$ cat src/rtl/uart_fifo_tx_if.sv
// FIFO read-side handshake between the UART transmitter (master, the reader)
// and the TX FIFO (slave).
interface uart_fifo_tx_if #(
   parameter int DBIT = 8
);
   logic            fifo_empty;
   logic [DBIT-1:0] fifo_data;
   logic            fifo_rd_en;

   modport master (input fifo_empty, fifo_data, output fifo_rd_en);
   modport slave  (output fifo_empty, fifo_data, input fifo_rd_en);
endinterface

$ cat src/rtl/uart_fifo_tx.sv
// UART transmitter: pops bytes from the TX FIFO and serialises them as
// start / DBIT data (LSB first) / stop, timed by the shared oversampling tick.
module uart_fifo_tx #(
   parameter int DBIT       = 8,
   parameter int OVERSAMPLE = 16,
   parameter int SB_TICK    = 16
) (
   input  logic                 clk,
   input  logic                 reset_n,
   input  logic                 s_tick,
   input  logic                 tx_en,
   uart_fifo_tx_if.master       fifo,
   output logic                 tx,
   output logic                 tx_busy,
   output logic                 tx_done_tick
);
   localparam int TMAX = (OVERSAMPLE > SB_TICK) ? OVERSAMPLE : SB_TICK;
   localparam int TW   = (TMAX > 2) ? $clog2(TMAX) : 1;
   localparam int BW   = (DBIT > 2) ? $clog2(DBIT) : 1;
   localparam logic [TW-1:0] OS_LAST  = TW'(OVERSAMPLE - 1);
   localparam logic [TW-1:0] SB_LAST  = TW'(SB_TICK - 1);
   localparam logic [BW-1:0] BIT_LAST = BW'(DBIT - 1);

   typedef enum logic [2:0] {IDLE, FETCH, LOAD, START, DATA, STOP} state_e;

   state_e          state_q, state_d;
   logic [TW-1:0]   tick_q, tick_d;
   logic [BW-1:0]   bit_q, bit_d;
   logic [DBIT-1:0] shift_q, shift_d;
   logic            tx_q, tx_d;
   logic            done_q, done_d;

   always_ff @(posedge clk or negedge reset_n) begin
      if (!reset_n) begin
         state_q <= IDLE;
         tick_q  <= '0;
         bit_q   <= '0;
         shift_q <= '0;
         tx_q    <= 1'b1;
         done_q  <= 1'b0;
      end else begin
         state_q <= state_d;
         tick_q  <= tick_d;
         bit_q   <= bit_d;
         shift_q <= shift_d;
         tx_q    <= tx_d;
         done_q  <= done_d;
      end
   end

   always_comb begin
      state_d = state_q;
      tick_d  = tick_q;
      bit_d   = bit_q;
      shift_d = shift_q;
      done_d  = 1'b0;
      case (state_q)
         IDLE:  if (tx_en && !fifo.fifo_empty) state_d = FETCH;
         FETCH: state_d = LOAD;
         LOAD: begin
            shift_d = fifo.fifo_data;
            tick_d  = '0;
            state_d = START;
         end
         START: if (s_tick) begin
            if (tick_q == OS_LAST) begin
               tick_d  = '0;
               bit_d   = '0;
               state_d = DATA;
            end else tick_d = tick_q + 1'b1;
         end
         DATA: if (s_tick) begin
            if (tick_q == OS_LAST) begin
               tick_d  = '0;
               shift_d = shift_q >> 1;
               if (bit_q == BIT_LAST) state_d = STOP;
               else                   bit_d   = bit_q + 1'b1;
            end else tick_d = tick_q + 1'b1;
         end
         STOP: if (s_tick) begin
            if (tick_q == SB_LAST) begin
               tick_d  = '0;
               done_d  = 1'b1;
               state_d = IDLE;
            end else tick_d = tick_q + 1'b1;
         end
         default: state_d = IDLE;
      endcase

      // Line level follows the next state so tx switches on the same edge.
      case (state_d)
         START:   tx_d = 1'b0;
         DATA:    tx_d = shift_d[0];
         default: tx_d = 1'b1;
      endcase
   end

   assign fifo.fifo_rd_en = (state_q == FETCH);
   assign tx              = tx_q;
   assign tx_busy         = (state_q != IDLE);
   assign tx_done_tick    = done_q;
endmodule

$ cat src/flat_wrapper.sv
// flat-port wrapper written by rule: the top's interface ports become plain ports
module uart_fifo_tx_flat 
#(
   parameter int DBIT       = 8,
   parameter int OVERSAMPLE = 16,
   parameter int SB_TICK    = 16
)
  (clk, reset_n, s_tick, tx_en, tx, tx_busy, tx_done_tick, fifo_fifo_empty, fifo_fifo_data, fifo_fifo_rd_en);
  uart_fifo_tx_if #(.DBIT(DBIT)) fifo_i ();
  input  logic clk;
  input  logic reset_n;
  input  logic s_tick;
  input  logic tx_en;
  output logic tx;
  output logic tx_busy;
  output logic tx_done_tick;
  input wire logic [$bits(fifo_i.fifo_empty)-1:0] fifo_fifo_empty;
  input wire logic [$bits(fifo_i.fifo_data)-1:0] fifo_fifo_data;
  output wire logic [$bits(fifo_i.fifo_rd_en)-1:0] fifo_fifo_rd_en;
  assign fifo_i.fifo_empty = fifo_fifo_empty;
  assign fifo_i.fifo_data = fifo_fifo_data;
  assign fifo_fifo_rd_en = fifo_i.fifo_rd_en;
  uart_fifo_tx #(.DBIT(DBIT), .OVERSAMPLE(OVERSAMPLE), .SB_TICK(SB_TICK)) u_core (.clk(clk), .reset_n(reset_n), .s_tick(s_tick), .tx_en(tx_en), .fifo(fifo_i), .tx(tx), .tx_busy(tx_busy), .tx_done_tick(tx_done_tick));
endmodule
$ cat config.mk
export PLATFORM = sky130hd
export DESIGN_NAME = uart_fifo_tx_flat
export DESIGN_NICKNAME = d
export VERILOG_FILES = /design/src/rtl/uart_fifo_tx_if.sv /design/src/rtl/uart_fifo_tx.sv /design/src/flat_wrapper.sv
export SDC_FILE = /design/constraint.sdc
export NUM_CORES = 1
export LEC_CHECK = 0
export CAP_MARGIN = 10
export CORE_UTILIZATION = 35
export DETAILED_ROUTE_END_ITERATION = 10
export SLEW_MARGIN = 30
export SYNTH_ARGS = -nofsm -noshare
export SYNTH_HDL_FRONTEND = slang
export SYNTH_SLANG_ARGS = --single-unit
export TNS_END_PERCENT = 20
$ cat constraint.sdc
create_clock -name clk -period 4.2 [get_ports clk]
set_clock_uncertainty 0.1 [all_clocks]
set_input_delay 0.84 -clock clk [delete_from_list [all_inputs] [get_ports clk]]
set_output_delay 0.84 -clock clk [all_outputs]
set_load 0.1 [all_outputs]
==> results of run 1 <==
layout make-up:
type	count	area [sq um]	area share (%)
multi-input cells	86	523.0	40.90
flip-flops and latches	20	501.7	39.24
repair buffers	17	162.7	12.72
well taps	31	38.79	3.033
clock inverters	1	30.03	2.348
clock buffers	3	22.52	1.761
worst min path at each step:
stage / start / endpoint / slack (ns)
after floorplan: u_core.shift_q[1]$_DFFE_PN0P_ / u_core.shift_q[1]$_DFFE_PN0P_ / 0.34
after global placement: u_core.shift_q[1]$_DFFE_PN0P_ / u_core.shift_q[1]$_DFFE_PN0P_ / 0.36
after detailed placement: u_core.shift_q[1]$_DFFE_PN0P_ / u_core.shift_q[1]$_DFFE_PN0P_ / 0.36
after CTS: u_core.shift_q[1]$_DFFE_PN0P_ / u_core.shift_q[1]$_DFFE_PN0P_ / 0.39
after global routing: reset_n / u_core.tx_done_tick$_DFF_PN0_ / 0.36
final: reset_n / u_core.state_q[2]$_DFF_PN0_ / 0.35
sequential cells by signal, summed over array words and instances, names as in the netlist:
| signal | cells |
|---|---|
| u_core.tx | 1 |
| u_core.tx_done_tick | 1 |
| u_core.bit_q | 3 |
| u_core.state_q | 3 |
| u_core.tick_q | 4 |
| u_core.shift_q | 8 |
placed cells by master (no fill, tap or decap), types with 2 or more instances in the layout:
cell type,count
a211oi_1,2
a21o_1,3
a21oi_1,6
a22oi_1,6
and3_1,3
clkbuf_4,3
clkdlybuf4s50_1,15
dfrtp_1,19
ha_1,3
mux2i_1,2
nand2_1,24
nand2b_1,2
nand3_1,2
nor2_1,4
nor2b_1,4
nor3_1,2
nor3b_1,2
nor4_1,2
o211ai_1,2
o21ai_0,3
o21ai_1,2
per-layer routing:
metal / vias up / track usage (%) / share of wire (%)
met5: - / 0 / 0
met4: 0 / 6.969 / 0.77
met3: 2 / 5.669 / 6.1
met2: 22 / 25.04 / 49
met1: 398 / 16.13 / 44
li1: 431 / - / -
cell usage after synthesis (3+ instances only):
cell type / instances / area [sq um]
nand2_1: 24 / 90.09
nor2b_1: 4 / 25.02
nor2_1: 4 / 15.01
dfrtp_1: 19 / 475.5
a21oi_1: 6 / 30.03
o21ai_0: 3 / 15.01
a21o_1: 3 / 22.52
clkbuf_1: 5 / 18.77
and3_1: 3 / 18.77
a22oi_1: 6 / 45.04
ha_1: 3 / 37.54
stage by stage:
stage | total power, mW | std cells | hold WS, ns | worst slack (ns) | cell area [sq um]
final | 0.6805 | 158 | 0.3499 | 0.9163 | 1279
after global routing | 0.7359 | 158 | 0.3600 | 0.8122 | 1279
after CTS | 0.6903 | 158 | 0.3874 | 0.8974 | 1284
after detailed placement | 0.5269 | 154 | 0.3584 | 1.259 | 1231
after global placement | 0.5210 | 154 | 0.3551 | 1.295 | 1231
after floorplan | 0.4673 | 113 | 0.3377 | 0.3451 | 1056
cell families after synthesis:
kind of cell               Yosys count  synth area share (%)
adders and majority gates            3                 3.555
DFF                                 20                 47.51
AOI/OAI and AO/OA                   28                 17.53
and+or+nand+nor                     52                 25.71
buffers and inverters                7                 2.962
muxes                                2                 1.896
xor gates and xnor gates             1                0.8295
power groups by stage:
stage / registers (mW) / clock network [mW] / logic (mW)
after floorplan: 0.309 / 0 / 0.159
after global placement: 0.310 / 0 / 0.211
after detailed placement: 0.313 / 0 / 0.214
after CTS: 0.308 / 0.166 / 0.216
after global routing: 0.318 / 0.175 / 0.242
final: 0.308 / 0.160 / 0.212
worst register-to-register path: stages (launching register included):
cell,delay (ns)
dfrtp_1,0.71
nor3b_1,0.25
buf_4,0.21
a21oi_2,0.09
a221o_1,0.36
o21ai_0,0.17
a21oi_1,0.09
==> impl_metrics.json, run 1 <==
{
  "wl_per_cell_um": 13.10,
  "violations": "DRC",
  "worstPathCellList": "nor3b_1 > clkdlybuf4s50_1",
  "rr_endpoint": "u_core.tx$_DFF_PN1_",
  "setup.worst_path.end": "fifo_fifo_rd_en",
  "max_stage_delay_ns": 1.16,
  "fmax_mhz": 304.5,
  "cp.depth": 2,
  "rrSetupSlack_ns": 2.15,
  "fin_tns_setup_ns": 0,
  "grt_antenna_before_repair": 0,
  "cts_resized": 0,
  "synth_ff_type": "dfrtp_1",
  "gp_congestion": 0.7363,
  "rsz0062_at_grt": "false",
  "n_antenna_cell": 0,
  "dieArea_sq_mm": 0.003241,
  "cts_setup_buffers": 0,
  "leakage_nw": 0.5855,
  "drc": 4,
  "fin_crit_sh_pct": 78.18,
  "grt_pass1_wl_mm": 3.636,
  "htreeDepth": 1,
  "drt-total-wl_mm": 2.070,
  "required_ns": 3.26,
  "num_io_pins": 17,
  "slew_viol_final": 0,
  "nNetsFinal": 144,
  "synth_edf_count": 0,
  "path_delay_family": "buffers and inverters",
  "async_reset_ff_share_pct": 100.0,
  "syn_area_per_cell_sq_um": 9.345,
  "maxCapViolCount": 0,
  "start_kind": "register",
  "cellInternalPower_mw": 0.4429,
  "dr.first_iter.drc_count": 31,
  "grt_pass1_vias": 842,
  "synth-seq-area-share_pct": 47.51,
  "viasPerCell": 5.399,
  "vias": 853,
  "clkLatencyLatePin_ns": 0.31,
  "report.final.setup_viol": 0,
  "cts.reportedPaths.clkPinSlew_ns": 0.12,
  "fp.dieH_um": 56.93,
  "cts_tree": "done",
  "hp-class": "input pin to async pin",
  "r2r.worst_path.cells": 6,
  "core-area_sq_mm": 0.002805,
  "power.density_mw_per_mm2": 532.1,
  "firstDrtPassIters": 7,
  "yosys_warnings": 0,
  "synthCells": 113,
  "antenna_left": 0,
  "cts_made_buffers": 3,
  "cts_sinks": 20,
  "worst_slew_pin_slew_ns": 0.9662,
  "crit_type": "register to primary output",
  "yosysUniqueCellTypes": 35,
  "hpwl_mm": 1.502,
  "slowest_stage": "clkdlybuf4s50_1",
  "cts_root_buf": "clkbuf_4",
  "drive_gt1_share_pct": 7.087,
  "p_clk_share_pct": 23.5,
  "worst-path-buf-inv": 1,
  "arrival_ns": 2.34,
  "crit_path_start": "u_core.state_q[0]$_DFF_PN0_",
  "syn2layout_area_growth_pct": 21.09,
  "ir_worst_vdd_mv": 0.3655,
  "crit_fanout": 14,
  "pwr-share-seq_pct": 45.3,
  "io_buffers": 16,
  "switching_share_pct": 34.91,
  "ys_seq_elements": 20,
  "p_switching_mw": 0.2375,
  "combPwrFrac_pct": 31.2,
  "n_fill_cell": 279,
  "synth_nets": 129,
  "row_count": 19,
  "die_w_um": 56.93,
  "worstReg2RegStart": "u_core.state_q[1]$_DFF_PN0_",
  "cts_buffer_depth": 2,
  "start_util_pct": 37.64,
  "grt_max_degree": 21,
  "finalHoldViolCount": 0,
  "slew_headroom_pct": 35.39,
  "status": "finished with violations",
  "grt.total_usage_pct": 14.71,
  "finish.utilization_pct": 45.58,
  "syn_area_sq_mm": 0.001056,
  "ctsHoldBuffers": 0,
  "overflow": 0,
  "cp-end-kind": "primary output",
  "min_period_ns": 3.284
}
(Power assumes the default switching activity.)
==> run 2, diff against run 1 <==
clock period = 3.2 ns   (was 4.2 ns; I/O delays follow)
==> run 2 against run 1 <==
  * Largest cell class unchanged
  * Global-route usage decreased by 1.2 points
  * Register-to-register slack got worse by 0.96 ns
  * Clock power decreased by 9%
  * Worst hold slack got worse by 0.18 ns
  * Sequential share of layout area increased by 0.66 points
  * Final cell count unchanged
  * Via count increased by 1.2%
  * Die area unchanged
  * Clock-buffer cell count increased by 1
  * Non-clock buffer count unchanged
  * Largest power group unchanged
  * Sequential power increased by 32%
  * Critical path type unchanged
  * The run still ends with DRC left
  * Wire length decreased by 2.6%
==> impl_metrics.json, run 2 (synthesis results as in run 1) <==
{
  "dr.first_iter.drc_count": 19,
  "regMostFlops": "u_core.shift_q",
  "cts_tree": "done",
  "final_common_cell": "nand2_1",
  "rrSetupSlack_ns": 1.19,
  "fin_tns_setup_ns": 0,
  "grt_pass1_vias": 808,
  "hpwl_mm": 1.441,
  "setup.worst_path.end": "tx_busy",
  "dieArea_sq_mm": 0.003241,
  "required_ns": 2.46,
  "report.final.setup_viol": 0,
  "cts_resized": 0,
  "vias": 863,
  "n_fill_cell": 284,
  "reg_top3": "u_core.shift_q (8), u_core.tick_q (4)",
  "worst_slew_pin_slew_ns": 0.5871,
  "overflow": 0,
  "start_kind": "register",
  "cts_buffer_depth": 2,
  "fin_crit_sh_pct": 71.28,
  "power.density_mw_per_mm2": 658.6,
  "fp.dieH_um": 56.93,
  "die_w_um": 56.93,
  "nNetsFinal": 144,
  "drive_gt1_share_pct": 11.02,
  "min_period_ns": 2.281,
  "num_io_pins": 17,
  "slew_viol_final": 0,
  "rsz0062_at_grt": "false",
  "arrival_ns": 1.54,
  "ir_worst_vdd_mv": 0.3072,
  "worst_slack_ns": 0.9191,
  "rr_endpoint": "u_core.tx$_DFF_PN1_",
  "place_ws_ns": 0.6852,
  "grt_pass1_wl_mm": 3.456,
  "core-area_sq_mm": 0.002805,
  "crit_fanout": 16,
  "largest_reg_flops": 8,
  "final_cell_mix": "nand2_1 (24), dfrtp_1 (19), clkdlybuf4s50_1 (11)",
  "finalHoldViolCount": 0,
  "syn2layout_area_growth_pct": 19.08,
  "violations": "DRC",
  "grt_antenna_before_repair": 0,
  "maxCapViolCount": 0,
  "grt_max_degree": 21,
  "drc": 2,
  "crit_type": "register to primary output",
  "row_count": 19,
  "viasPerCell": 5.462,
  "cts_root_buf": "clkbuf_4",
  "cts.reportedPaths.clkPinSlew_ns": 0.11,
  "worstReg2RegStart": "u_core.state_q[2]$_DFF_PN0_",
  "drt-total-wl_mm": 2.017,
  "fmax_mhz": 438.4,
  "n_antenna_cell": 0,
  "cp-end-kind": "primary output",
  "hp-class": "input pin to async pin",
  "firstDrtPassIters": 7,
  "cts_made_buffers": 3,
  "leakage_nw": 0.5872,
  "clkLatencyLatePin_ns": 0.30,
  "status": "finished with violations",
  "io_buffers": 16,
  "r2r.worst_path.cells": 5,
  "htreeDepth": 1,
  "gp_congestion": 0.7594,
  "start_util_pct": 37.64,
  "grt.total_usage_pct": 13.47,
  "crit_path_start": "u_core.state_q[2]$_DFF_PN0_",
  "ctsHoldBuffers": 0,
  "cts_setup_buffers": 0,
  "antenna_left": 0,
  "slew_headroom_pct": 60.86,
  "wl_per_cell_um": 12.77,
  "cts_sinks": 20
}
[run 2: cell types whose count changed in the layout (fill, tap and decap cells not counted)]
cell and delta:
buf_4 +4, clkdlybuf4s50_1 -4, bufinv_16 -1, clkbuf_8 +1, nor3b_1 -1, nor3b_2 +1
[run 2: final cells by class]
cell class | instances | area, sq um | area share (%)
clock buffer | 4 | 36.28 | 2.886
multi-input combinational | 86 | 528.0 | 41.99
sequential | 20 | 501.7 | 39.90
tap | 31 | 38.79 | 3.085
timing repair buffer | 17 | 152.6 | 12.14
[run 2: layer usage]
layer	routed length [um]	vias to the layer above	GRT usage [%]
met3	91	0	4.082
met5	0	-	0
met2	988	19	22.86
met1	936	411	16.76
met4	0	0	3.484
li1	-	433	-
[run 2: critical path, stage by stage (launching register included)]
cell	delay [ns]
dfrtp_1	0.59
or3_1	0.42
buf_4	0.24
[run 2: worst min-delay path by stage]
stage / from / endpoint / depth (start not counted)
after floorplan: reset_n / u_core.bit_q[0]$_DFFE_PN0P_ / 0
after global placement: u_core.shift_q[1]$_DFFE_PN0P_ / u_core.shift_q[1]$_DFFE_PN0P_ / 2
after detailed placement: u_core.shift_q[1]$_DFFE_PN0P_ / u_core.shift_q[1]$_DFFE_PN0P_ / 2
after CTS: u_core.shift_q[1]$_DFFE_PN0P_ / u_core.shift_q[1]$_DFFE_PN0P_ / 2
after global routing: reset_n / u_core.shift_q[1]$_DFFE_PN0P_ / 1
final: reset_n / u_core.tx_done_tick$_DFF_PN0_ / 1
[run 2: stage by stage]
step	util, %	hold slack, ns	cell area, sq um	power, mW	instances
after floorplan	-	0.2444	1061	0.6144	113
after global placement	43.71	0.3549	1226	0.6848	154
after detailed placement	43.71	0.3545	1226	0.6890	154
after CTS	45.00	0.3837	1262	0.8393	158
after global routing	44.83	0.1857	1257	0.8906	158
final	44.83	0.1655	1257	0.8281	158
[run 2: power breakdown]
part,internal (mW),switching (mW),total (mW)
Clock,0.0693,0.0756,0.145
Combinational,0.121,0.155,0.276
Sequential,0.333,0.0741,0.407
==> run 3, diff against run 2 <==
clock period = 1.9 ns   (was 3.2 ns; I/O delays follow)
==> run 3 against run 2 <==
  * The flow still finishes with violations (DRC)
  * Register-to-register slack got worse by 1.1 ns
  * Clock-buffer cell count unchanged
  * Die area is the same
  * Sequential share of layout area is 4.8 points lower
  * Via count rose by 7.9%
  * Non-clock buffer count rose by 15
  * Critical path depth up 1
  * First-iteration DRC count increased by 150%
  * Clock power grew 52%
  * Wire length grew 12%
  * Cell area increased by 15%
  * Largest power group unchanged
==> impl_metrics.json, run 3 (synthesis results as in run 1) <==
{
  "status": "finished with violations",
  "violations": "DRC",
  "fmax_mhz": 543.3,
  "ctsHoldBuffers": 0,
  "htreeDepth": 1,
  "syn2layout_area_growth_pct": 36.37,
  "nNetsFinal": 159,
  "crit_fanout": 7,
  "min_period_ns": 1.841,
  "hp-class": "input pin to async pin",
  "worst_slew_pin_slew_ns": 0.3417,
  "power.density_mw_per_mm2": 1038,
  "regMostFlops": "u_core.shift_q",
  "final_common_cell": "nand2_1",
  "final_cell_mix": "nand2_1 (24), buf_4 (16), dfrtp_1 (16)",
  "start_kind": "register",
  "cts_sinks": 20,
  "fp.dieH_um": 56.93,
  "reg_top3": "u_core.shift_q (8), u_core.tick_q (4)",
  "core-area_sq_mm": 0.002805,
  "num_io_pins": 17,
  "wl_per_cell_um": 13.09,
  "grt_max_degree": 21,
  "clkLatencyLatePin_ns": 0.31,
  "drc": 4,
  "finalHoldViolCount": 0,
  "hpwl_mm": 1.527,
  "n_antenna_cell": 0,
  "cp-end-kind": "primary output",
  "largest_reg_flops": 8,
  "worst_slack_ns": 0.05935,
  "firstDrtPassIters": 7,
  "cts_root_buf": "clkbuf_4",
  "report.final.setup_viol": 0,
  "drive_gt1_share_pct": 23.94,
  "gp_congestion": 0.8012,
  "dr.first_iter.drc_count": 47,
  "slew_headroom_pct": 77.17,
  "required_ns": 1.42,
  "grt.total_usage_pct": 14.61,
  "cts_made_buffers": 3,
  "drt-total-wl_mm": 2.264,
  "dp_cells": 162,
  "vias": 931,
  "slew_viol_final": 0,
  "row_count": 19,
  "arrival_ns": 1.36,
  "place_ws_ns": -0.1484,
  "dieArea_sq_mm": 0.003241,
  "cts.reportedPaths.clkPinSlew_ns": 0.13,
  "crit_type": "register to primary output",
  "die_w_um": 56.93,
  "maxCapViolCount": 0,
  "io_buffers": 16,
  "cts_buffer_depth": 2,
  "viasPerCell": 5.382,
  "antenna_left": 0,
  "finalNonFillerCells": 173,
  "cts_tree": "done",
  "n_fill_cell": 279,
  "overflow": 0,
  "fin_crit_sh_pct": 96.88,
  "ir_worst_vdd_mv": 0.4808,
  "grt_antenna_before_repair": 0,
  "grt_pass1_vias": 868,
  "rsz0062_at_grt": "true",
  "grt_pass1_wl_mm": 3.684,
  "leakage_nw": 0.6659,
  "start_util_pct": 37.64
}
[run 3: cell count changes in the layout (fill, tap and decap cells not counted), sizes merged]
| cell | change |
|---|---|
| buf | +14 |
| clkdlybuf4s50 | +1 |
[run 3: cell type report]
| type | instances | area (sq um) | area share, % |
|---|---|---|---|
| clock buffers | 4 | 26.28 | 1.825 |
| repair buffers | 32 | 320.3 | 22.24 |
| flip-flops and latches | 20 | 505.5 | 35.10 |
| well taps | 31 | 38.79 | 2.693 |
| multi-input cells | 86 | 549.3 | 38.14 |
[run 3: path summary, 6_finish.rpt]
path	startpoint	to	slack, ns	cells past startpoint
min in group clk	u_core.shift_q[1]$_DFFE_PN0P_	u_core.shift_q[1]$_DFFE_PN0P_	0.38	2
max reg2reg	u_core.tick_q[1]$_DFFE_PN0P_	u_core.tx$_DFF_PN1_	0.08	6
min	reset_n	u_core.state_q[2]$_DFF_PN0_	0.29	2
max	u_core.state_q[2]$_DFF_PN0_	fifo_fifo_rd_en	0.06	3
max in group asynchronous	reset_n	u_core.tx$_DFF_PN1_	1.13	2
min reg2reg	u_core.shift_q[1]$_DFFE_PN0P_	u_core.shift_q[1]$_DFFE_PN0P_	0.38	2
[run 3: timing repair]
| action | in CTS | in global routing |
|---|---|---|
| pin swaps | 0 | 1 |
| setup buffers | 5 | 2 |
| setup endpoints to repair | 2 | 2 |
| gates resized for setup | 4 | 3 |
[run 3: through the flow]
stage | area (sq um) | hold WS, ns | setup TNS (ns) | util, % | power, mW
after floorplan | 1080 | -0.01559 | -0.08467 | - | 1.048
after global placement | 1344 | 0.3563 | -0.09075 | 47.90 | 1.205
after detailed placement | 1344 | 0.3587 | -0.1484 | 47.90 | 1.223
after CTS | 1415 | 0.3033 | 0 | 50.45 | 1.467
after global routing | 1440 | 0.3136 | -0.03022 | 51.34 | 1.595
final | 1440 | 0.2861 | 0 | 51.34 | 1.494
[run 3: power by group]
group / leakage [nW] / internal (mW) / switching, mW
Sequential: 0.245 / 0.564 / 0.0918
Clock: 0.0150 / 0.0820 / 0.139
Combinational: 0.406 / 0.288 / 0.329
[run 3: metal layers]
metal	vias to the layer above	global-route usage [%]	share of wire (%)
met1	446	19.04	48
li1	459	-	-
met2	21	23.19	46
met5	-	0	0
met3	5	2.268	3.8
met4	0	8.362	1.9
[run 3: critical path, stage by stage, from the launching register on]
cell	delay (ns)
dfrtp_2	0.45
buf_4	0.17
nor3b_4	0.22
buf_12	0.20
